File: src/rtl/level_ctrl.sv
`default_nettype none
// ============================================================================
//  Module   : level_ctrl
//  Brief    : Game-progress controller. Tracks vertical screen crossings per
//             frame, produces level, start handshake, finish flag, level-change
//             pulses and a freeze window for player repositioning.
//  Revision : 1.0 - initial release
// ============================================================================
module level_ctrl #(
  parameter int TOP_Y       = 16,
  parameter int BOTTOM_Y    = 752,
  parameter int FIN_X_MIN   = 500,
  parameter int FIN_X_MAX   = 700,
  parameter int FIN_Y_MIN   = 100,
  parameter int FIN_Y_MAX   = 112,
  parameter int HOLD_FRAMES = 4
) (
  input  logic        clk,
  input  logic        rst_n,
  input  logic        vblnk,
  input  logic        start_btn,
  input  logic [11:0] x_value,
  input  logic [11:0] y_value,
  output logic [1:0]  level,
  output logic        started,
  output logic        level_up,
  output logic        level_down,
  output logic        freeze,
  output logic        finished
);

  localparam logic [11:0] C_TOP_Y     = 12'(TOP_Y);
  localparam logic [11:0] C_BOTTOM_Y  = 12'(BOTTOM_Y);
  localparam logic [11:0] C_FIN_X_MIN = 12'(FIN_X_MIN);
  localparam logic [11:0] C_FIN_X_MAX = 12'(FIN_X_MAX);
  localparam logic [11:0] C_FIN_Y_MIN = 12'(FIN_Y_MIN);
  localparam logic [11:0] C_FIN_Y_MAX = 12'(FIN_Y_MAX);
  localparam logic [3:0]  C_HOLD_LOAD = 4'(HOLD_FRAMES - 1);
  localparam logic [1:0]  C_LEVEL_MAX = 2'd3;

  typedef enum logic [1:0] {
    S_IDLE = 2'd0,
    S_PLAY = 2'd1,
    S_XFER = 2'd2,
    S_DONE = 2'd3
  } state_t;

  state_t      r_state;
  state_t      w_state_nxt;
  logic        r_vblnk_d;
  logic        r_start_d;
  logic [3:0]  r_cnt;
  logic [3:0]  w_cnt_nxt;
  logic [1:0]  r_level;
  logic [1:0]  w_level_nxt;
  logic        r_started;
  logic        w_started_nxt;
  logic        r_level_up;
  logic        w_level_up_nxt;
  logic        r_level_down;
  logic        w_level_down_nxt;
  logic        r_freeze;
  logic        w_freeze_nxt;
  logic        r_finished;
  logic        w_finished_nxt;

  logic        w_tick;
  logic        w_start_edge;
  logic        w_in_finish;
  logic        w_exit_top;
  logic        w_exit_bottom;

  assign w_tick        = vblnk & ~r_vblnk_d;
  assign w_start_edge  = start_btn & ~r_start_d;
  assign w_in_finish   = (x_value > C_FIN_X_MIN) && (x_value < C_FIN_X_MAX) &&
                         (y_value > C_FIN_Y_MIN) && (y_value < C_FIN_Y_MAX);
  assign w_exit_top    = (y_value < C_TOP_Y);
  assign w_exit_bottom = (y_value > C_BOTTOM_Y);

  always_comb begin
    w_state_nxt      = r_state;
    w_level_nxt      = r_level;
    w_cnt_nxt        = r_cnt;
    w_level_up_nxt   = 1'b0;
    w_level_down_nxt = 1'b0;
    w_finished_nxt   = r_finished;

    case (r_state)
      S_IDLE: begin
        w_level_nxt    = 2'd0;
        w_finished_nxt = 1'b0;
        // A tick coinciding with the start edge is consumed by the start only.
        if (w_start_edge) begin
          w_state_nxt = S_PLAY;
        end
      end

      S_PLAY: begin
        if (w_tick) begin
          if ((r_level == C_LEVEL_MAX) && w_in_finish) begin
            w_state_nxt    = S_DONE;
            w_finished_nxt = 1'b1;
          end else if (w_exit_top && (r_level != C_LEVEL_MAX)) begin
            w_level_nxt    = r_level + 2'd1;
            w_level_up_nxt = 1'b1;
            w_cnt_nxt      = C_HOLD_LOAD;
            w_state_nxt    = S_XFER;
          end else if (w_exit_bottom && (r_level != 2'd0)) begin
            w_level_nxt      = r_level - 2'd1;
            w_level_down_nxt = 1'b1;
            w_cnt_nxt        = C_HOLD_LOAD;
            w_state_nxt      = S_XFER;
          end
        end
      end

      S_XFER: begin
        // Counter starts at HOLD_FRAMES-1 so the window spans HOLD_FRAMES ticks.
        if (w_tick) begin
          if (r_cnt == 4'd0) begin
            w_state_nxt = S_PLAY;
          end else begin
            w_cnt_nxt = r_cnt - 4'd1;
          end
        end
      end

      S_DONE: begin
        if (w_start_edge) begin
          w_state_nxt    = S_IDLE;
          w_level_nxt    = 2'd0;
          w_finished_nxt = 1'b0;
        end
      end

      default: begin
        w_state_nxt    = S_IDLE;
        w_level_nxt    = 2'd0;
        w_finished_nxt = 1'b0;
      end
    endcase

    w_started_nxt = (w_state_nxt != S_IDLE);
    w_freeze_nxt  = (w_state_nxt == S_XFER);
  end

  always_ff @(posedge clk) begin
    if (!rst_n) begin
      r_state      <= S_IDLE;
      r_vblnk_d    <= 1'b0;
      r_start_d    <= 1'b0;
      r_cnt        <= 4'd0;
      r_level      <= 2'd0;
      r_started    <= 1'b0;
      r_level_up   <= 1'b0;
      r_level_down <= 1'b0;
      r_freeze     <= 1'b0;
      r_finished   <= 1'b0;
    end else begin
      r_state      <= w_state_nxt;
      r_vblnk_d    <= vblnk;
      r_start_d    <= start_btn;
      r_cnt        <= w_cnt_nxt;
      r_level      <= w_level_nxt;
      r_started    <= w_started_nxt;
      r_level_up   <= w_level_up_nxt;
      r_level_down <= w_level_down_nxt;
      r_freeze     <= w_freeze_nxt;
      r_finished   <= w_finished_nxt;
    end
  end

  assign level      = r_level;
  assign started    = r_started;
  assign level_up   = r_level_up;
  assign level_down = r_level_down;
  assign freeze     = r_freeze;
  assign finished   = r_finished;

endmodule
`default_nettype wire

File: config.mk
export PLATFORM = sky130hd
export DESIGN_NAME = level_ctrl
export DESIGN_NICKNAME = d
export VERILOG_FILES = /design/src/rtl/level_ctrl.sv
export SDC_FILE = /design/constraint.sdc
export NUM_CORES = 1
export LEC_CHECK = 0
export BUFFER_PORTS_ARGS = -buffer_cell sky130_fd_sc_hd__clkbuf_2
export CAP_MARGIN = 5
export CORE_MARGIN = 3
export CORE_UTILIZATION = 40
export CTS_CLUSTER_DIAMETER = 60
export DETAILED_ROUTE_END_ITERATION = 16
export PLACE_DENSITY_LB_ADDON = 0.2
export RECOVER_POWER = 50
export SLEW_MARGIN = 40
export SYNTH_ARGS = -nofsm -noshare
export SYNTH_HDL_FRONTEND = slang
export SYNTH_SLANG_ARGS = --single-unit
File: constraint.sdc
create_clock -name clk -period 3.4 [get_ports clk]
set_input_delay 0.68 -clock clk [delete_from_list [all_inputs] [get_ports clk]]
set_output_delay 0.68 -clock clk [all_outputs]
set_load 0.01 [all_outputs]
==> results of run 1 <==
[routing by layer]
| layer | track usage | up-vias | part of all wire |
|---|---|---|---|
| met3 | 0.0526 | 2 | 0.041 |
| met1 | 0.215 | 489 | 0.40 |
| li1 | - | 504 | - |
| met2 | 0.371 | 15 | 0.55 |
| met5 | 0 | - | 0 |
| met4 | 0.0426 | 0 | 0.0053 |
[per-stage QoR]
step | instance area (um2) | power [mW]
global placement | 1120 | 0.265
finish | 1130 | 0.363
global route | 1130 | 0.389
floorplan | 918 | 0.234
CTS | 1140 | 0.368
detailed placement | 1120 | 0.267
[report_power, final]
group          leakage, nW  internal (mW)  switching [mW]
clock               0.0150         0.0456          0.0556
combinational        0.327         0.0332          0.0403
sequential           0.122          0.182         0.00634
total                0.465          0.261           0.102
[cells in the final DEF, fill, tap and decap left out, types with 2 or more instances in the layout]
master,instances
a211oi_1,2
clkbuf_1,10
dfxtp_1,15
nor2_1,16
nor2b_1,2
and2_1,3
nor3b_1,2
o21ai_0,6
o21a_1,3
o211a_1,3
nor3_1,9
ha_1,2
nand3_1,2
clkbuf_4,3
inv_1,5
clkbuf_2,25
a21oi_1,4
a21o_1,2
or3_1,2
nand2_1,5
nand2b_1,6
nand4_1,3
[cell type report]
class | instances | area [um2]
tap | 27 | 33.8
clock buffer | 4 | 26.3
fill | 230 | 930
sequential | 15 | 300
timing repair buffer | 34 | 159
multi-input combinational | 93 | 594
inverter | 5 | 18.8
[flip-flops by register name (all words and copies together) (netlist names)]
register and cells:
r_start_d 1, level 2, level_up 1, level_down 1
finished 1, r_vblnk_d 1, freeze 1, started 1
r_state 2, r_cnt 4
[cells by family after synthesis]
family / count (synthesis) / synth area share
and+or+nand+nor: 60 / 0.366
AOI/OAI and AO/OA: 31 / 0.255
DFF: 15 / 0.327
buffers and inverters: 6 / 0.0245
adders and majority gates: 2 / 0.0272
[path summary, 6_finish.rpt]
| kind | start | endpoint | slack [ns] | depth (start not counted) |
|---|---|---|---|---|
| max | x_value[9] | freeze | 1.20 | 6 |
| min | finished | finished | 0.49 | 2 |
| max reg2reg | level[0] | freeze | 1.35 | 5 |
| min reg2reg | finished | finished | 0.49 | 2 |
[worst max-delay path, cell delays in order]
cell       delay, ns
clkbuf_1        0.08
nand4b_1        0.17
a211o_1         0.28
a2111oi_0       0.78
nand2b_1        0.15
a221oi_2        0.26
==> impl_metrics.json, run 1 <==
{
  "status": "completed",
  "start_kind": "primary input",
  "cts_setup_buffers": 0,
  "crit_required_ns": 3.60,
  "cts_tree": "done",
  "max_freq_ghz": 0.455,
  "clock-sinks": 15,
  "dp.cells": 174,
  "drt-total-wl_mm": 2.44,
  "end_kind": "register",
  "crit_arrival_ns": 2.40,
  "ant_nets": 0,
  "path_class": "primary input to register",
  "dp_slack_ns": 0.993,
  "slew_violations": 0,
  "gr-total-overflow": 0,
  "tns_ns": 0,
  "fin_hold_ws_ns": 0.485,
  "period_share": 0.646,
  "max-cap-violations": 0,
  "gp_congestion": 0.860,
  "instances_no_fill": 178,
  "grt_max_degree": 12,
  "post-route-drc-count": 0,
  "yosysTopAreaCellShare": 0.327,
  "drt_iter0_markers": 19,
  "num_vias": 1010,
  "rsz0062_at_grt": "no",
  "ys_ff_latch": 15,
  "postCtsResizedCells": 0,
  "dp_hpwl_mm": 2.00,
  "cts_hold_buf": 0,
  "yosys_warnings": 0,
  "avgSynthCellArea_um2": 8.06,
  "synth.largest_area_cell": "dfxtp_1",
  "finalClockSkew_ns": 0.00130,
  "die_area_um2": 2910,
  "die_w_um": 53.9,
  "grt_pass1_wl_mm": 4.10,
  "synth_cells": 114,
  "vias_per_cell": 5.67,
  "yosysMostFrequentCell": "nor2_1",
  "synth.area.top_cells": "dfxtp_1 33%, nor2_1 6.5%, nor3_1 4.9%, nand2b_1 4.1%, o211a_1 3.3%",
  "core_area_um2": 2060,
  "synth_cell_types": 40,
  "fin_crit_ns": 2.20,
  "grtUsageTotal": 0.196,
  "grt_pass1_vias": 974,
  "min_path_type": "register to register",
  "ios": 35,
  "clk_pin_slew_worst_paths_ns": 0.08,
  "total_leakage_power_nw": 0.465,
  "synth_commonest_cells": "16 x nor2_1, 15 x dfxtp_1, 9 x nor3_1",
  "post-route-util": 0.549,
  "synth_edf_count": 0,
  "cts_buffer_depth": 2,
  "area_delta_synth_final_pct": 23.3,
  "rows": 16,
  "start_util": 0.445,
  "netlist_area_um2": 918,
  "synth.net_count": 144,
  "ir_worst_vdd_mv": 0.265,
  "synth-main-ff-cell": "dfxtp_1",
  "antenna_found_initial": 0,
  "finalHoldViolCount": 0,
  "worst-slew-pin-transition_ns": 0.913,
  "cts_made_buffers": 3,
  "h-tree-depth": 1,
  "yosysSeqAreaShare": 0.327,
  "drt_pass1_iterations": 4,
  "portBuffers": 34,
  "routedWlPerCell_um": 13.7,
  "clkLatencyLatePin_ns": 0.28,
  "drive_above_1_share": 0.219,
  "root_buffer": "clkbuf_4",
  "finalSetupViolCount": 0,
  "n_antenna_cell": 0,
  "layout.nets": 182,
  "synth-async-reset-ratio": 0,
  "fp.dieH_um": 53.9,
  "fin_ws_ns": 1.20,
  "slew_headroom": 0.376,
  "cp_max_fo": 4,
  "power_density_nw_per_um2": 321
}
No activity file was read; power rests on OpenSTA's default activity.
==> run 2: changes to the inputs <==
- ABC_AREA: not set -> 1
- clock period: 3.4 -> 2.2 ns (I/O delays scaled with it)
==> run 2 against run 1 <==
Compared with the run above: via count increased by 3.6%; total power increased by 74%; global-route usage down 5.8 points; worst hold slack got worse by 0.15 ns; largest cell class unchanged; area after synthesis is 6.7% higher; count of clock-buffer cells in the layout shrank 1; flip-flop and latch count stayed put; final cell count is 27% higher; final area increased by 5.1%; utilization shrank 2.6 points.
==> impl_metrics.json, run 2 <==
{
  "tns_ns": 0,
  "total_leakage_power_nw": 0.632,
  "netlist_area_um2": 980,
  "drt_iter0_markers": 34,
  "crit_path_end": "r_cnt[0]",
  "clkLatencyLatePin_ns": 0.29,
  "synth-main-ff-cell": "dfxtp_1",
  "slew_violations": 0,
  "fp.dieH_um": 55.5,
  "grt_pass1_vias": 892,
  "cp_num_cells": 8,
  "reg2reg_from": "r_cnt[0]",
  "yosysTopAreaCellShare": 0.307,
  "post-route-util": 0.523,
  "ys_ff_latch": 15,
  "root_buffer": "clkbuf_4",
  "ant_nets": 0,
  "fin_hold_ws_ns": 0.339,
  "h-tree-depth": 1,
  "clock-sinks": 15,
  "n_antenna_cell": 0,
  "synth_cell_types": 24,
  "r2r_cells": 8,
  "start_kind": "register",
  "grtUsageTotal": 0.139,
  "synth.area.top_cells": "dfxtp_1 31%, nand2_1 16%, inv_1 10%, nor2_1 9.6%, a21oi_1 6.1%",
  "cts_made_buffers": 3,
  "largest-register": "r_cnt",
  "synth_commonest_cells": "43 x nand2_1, 26 x inv_1, 25 x nor2_1",
  "largest_reg_flops": 4,
  "status": "completed",
  "layout.nets": 229,
  "crit_arrival_ns": 1.89,
  "worst-slew-pin-transition_ns": 0.462,
  "drt-total-wl_mm": 2.09,
  "synth.largest_area_cell": "dfxtp_1",
  "min_path_type": "primary input to register",
  "yosysMostFrequentCell": "nand2_1",
  "vias_per_cell": 4.63,
  "gr-total-overflow": 0,
  "post-route-drc-count": 0,
  "crit_buf_inv": 1,
  "dp.cells": 222,
  "final_common_cell": "nand2_1",
  "max-cap-violations": 0,
  "end_kind": "register",
  "mostFrequentLayoutCells": "43 x nand2_1, 26 x inv_1, 26 x nor2_1, 26 x clkbuf_2, 15 x dfxtp_1",
  "grt_pass1_wl_mm": 3.49,
  "slew_headroom": 0.692,
  "gp_congestion": 0.786,
  "die_w_um": 55.5,
  "instances_no_fill": 226,
  "ir_worst_vdd_mv": 0.338,
  "portBuffers": 34,
  "antenna_found_initial": 0,
  "cts_hold_buf": 0,
  "drive_above_1_share": 0.202,
  "cts_buffer_depth": 2,
  "fin_ws_ns": 0.534,
  "period_share": 0.757,
  "synth_cells": 161,
  "max_freq_ghz": 0.600,
  "rr_endpoint": "r_cnt[0]",
  "area_delta_synth_final_pct": 21.5,
  "postCtsResizedCells": 0,
  "ios": 35,
  "crit_required_ns": 2.42,
  "seqPwrFrac": 0.476,
  "dp_slack_ns": 0.538,
  "multi_input_area_um2": 558,
  "die_area_um2": 3080,
  "p_switching_uw": 208,
  "power_density_nw_per_um2": 532,
  "yosysSeqAreaShare": 0.307,
  "synth-async-reset-ratio": 0,
  "avgSynthCellArea_um2": 6.09,
  "dp_hpwl_mm": 1.78,
  "finalClockSkew_ns": 0.0126,
  "cp_slowest_cell": "nor3b_1",
  "intPower_uw": 425,
  "rows": 17,
  "rsz0062_at_grt": "no",
  "start_util": 0.430,
  "r2r_slack_ns": 0.53,
  "synth_edf_count": 0,
  "regArea_um2": 300,
  "grt_max_degree": 12,
  "path_cells": "inv_1 > ha_1 > nor3b_1 > nor2_4 > o21a_2 > nand2_4 > o21ai_0 > a21oi_1",
  "p_sw_frac": 0.329,
  "core_area_um2": 2280,
  "synth.net_count": 191,
  "critPathLaunch": "r_cnt[0]",
  "n_fill_cell": 236,
  "yosys_warnings": 0,
  "combPwrFrac": 0.278,
  "fin_crit_ns": 1.67,
  "cpPeakStageDelay_ns": 0.41,
  "cts_setup_buffers": 0,
  "drt_pass1_iterations": 4,
  "clk_pin_slew_worst_paths_ns": 0.10,
  "finalHoldViolCount": 0,
  "num_vias": 1046,
  "cpLargestDelayFamily": "simple AND/OR/NAND/NOR gates",
  "finalSetupViolCount": 0,
  "pwr-share-clk": 0.246,
  "routedWlPerCell_um": 9.24,
  "cp_max_fo": 7,
  "path_class": "register to register",
  "cts_tree": "done"
}
-- run 2: changes by cell type after synthesis, moves of 4 or more --
cell      before  now
a21oi_1        4   12
and2_1         4    0
inv_1          5   26
nand2_1        5   43
nand2b_1       6    0
nand3_1        2    8
nor2_1        16   25
nor3_1         9    4
-- run 2: layer usage --
| layer | track usage | up-vias | routed length (um) |
|---|---|---|---|
| li1 | - | 573 | - |
| met1 | 0.160 | 449 | 902 |
| met2 | 0.240 | 22 | 1060 |
| met3 | 0.0561 | 2 | 108 |
| met4 | 0.0313 | 0 | 14 |
| met5 | 0 | - | 0 |
-- run 2: worst min path at each step --
stage / start / endpoint / slack [ns] / cells past startpoint
global route: vblnk / r_vblnk_d / 0.34 / 3
global placement: finished / finished / 0.44 / 2
finish: vblnk / r_vblnk_d / 0.34 / 3
floorplan: r_cnt[3] / r_cnt[3] / 0.47 / 2
CTS: vblnk / r_vblnk_d / 0.33 / 3
detailed placement: finished / finished / 0.46 / 2
-- run 2: worst register-to-register path: cells and delay by family (launching register included) --
| family | cells | cell delay, ns |
|---|---|---|
| AND/OR/NAND/NOR | 3 | 0.55 |
| AO/OA/AOI/OAI | 3 | 0.47 |
| flip-flops | 1 | 0.33 |
| adder cells (fa/ha/maj) | 1 | 0.15 |
| buffers and inverters | 1 | 0.10 |
-- run 2: cell type report --
type / count / area share
clock buffer: 3 / 0.0189
clock inverter: 1 / 0.00421
inverter: 29 / 0.0915
multi-input combinational: 116 / 0.469
sequential: 15 / 0.252
tap: 28 / 0.0294
timing repair buffer: 34 / 0.135
-- run 2: stage by stage --
stage                     cell area, um2  total power [mW]
after floorplan                      980             0.428
after global placement              1180             0.483
after detailed placement            1180             0.488
after CTS                           1210             0.648
after global routing                1190             0.689
final                               1190             0.633
-- run 2: cell families after synthesis --
| group | share of synthesized area |
|---|---|
| flip-flops | 0.307 |
| buffers and inverters | 0.116 |
| AO/OA/AOI/OAI | 0.123 |
| XOR/XNOR | 0.0179 |
| AND/OR/NAND/NOR | 0.411 |
| adder cells (fa/ha/maj) | 0.0255 |
-- run 2: power by group through the flow --
stage	clock network (mW)	registers (mW)	logic, mW
after floorplan	0	0.312	0.116
after global placement	0	0.308	0.176
after detailed placement	0	0.308	0.180
after CTS	0.164	0.302	0.182
after global routing	0.182	0.304	0.203
final	0.156	0.301	0.176
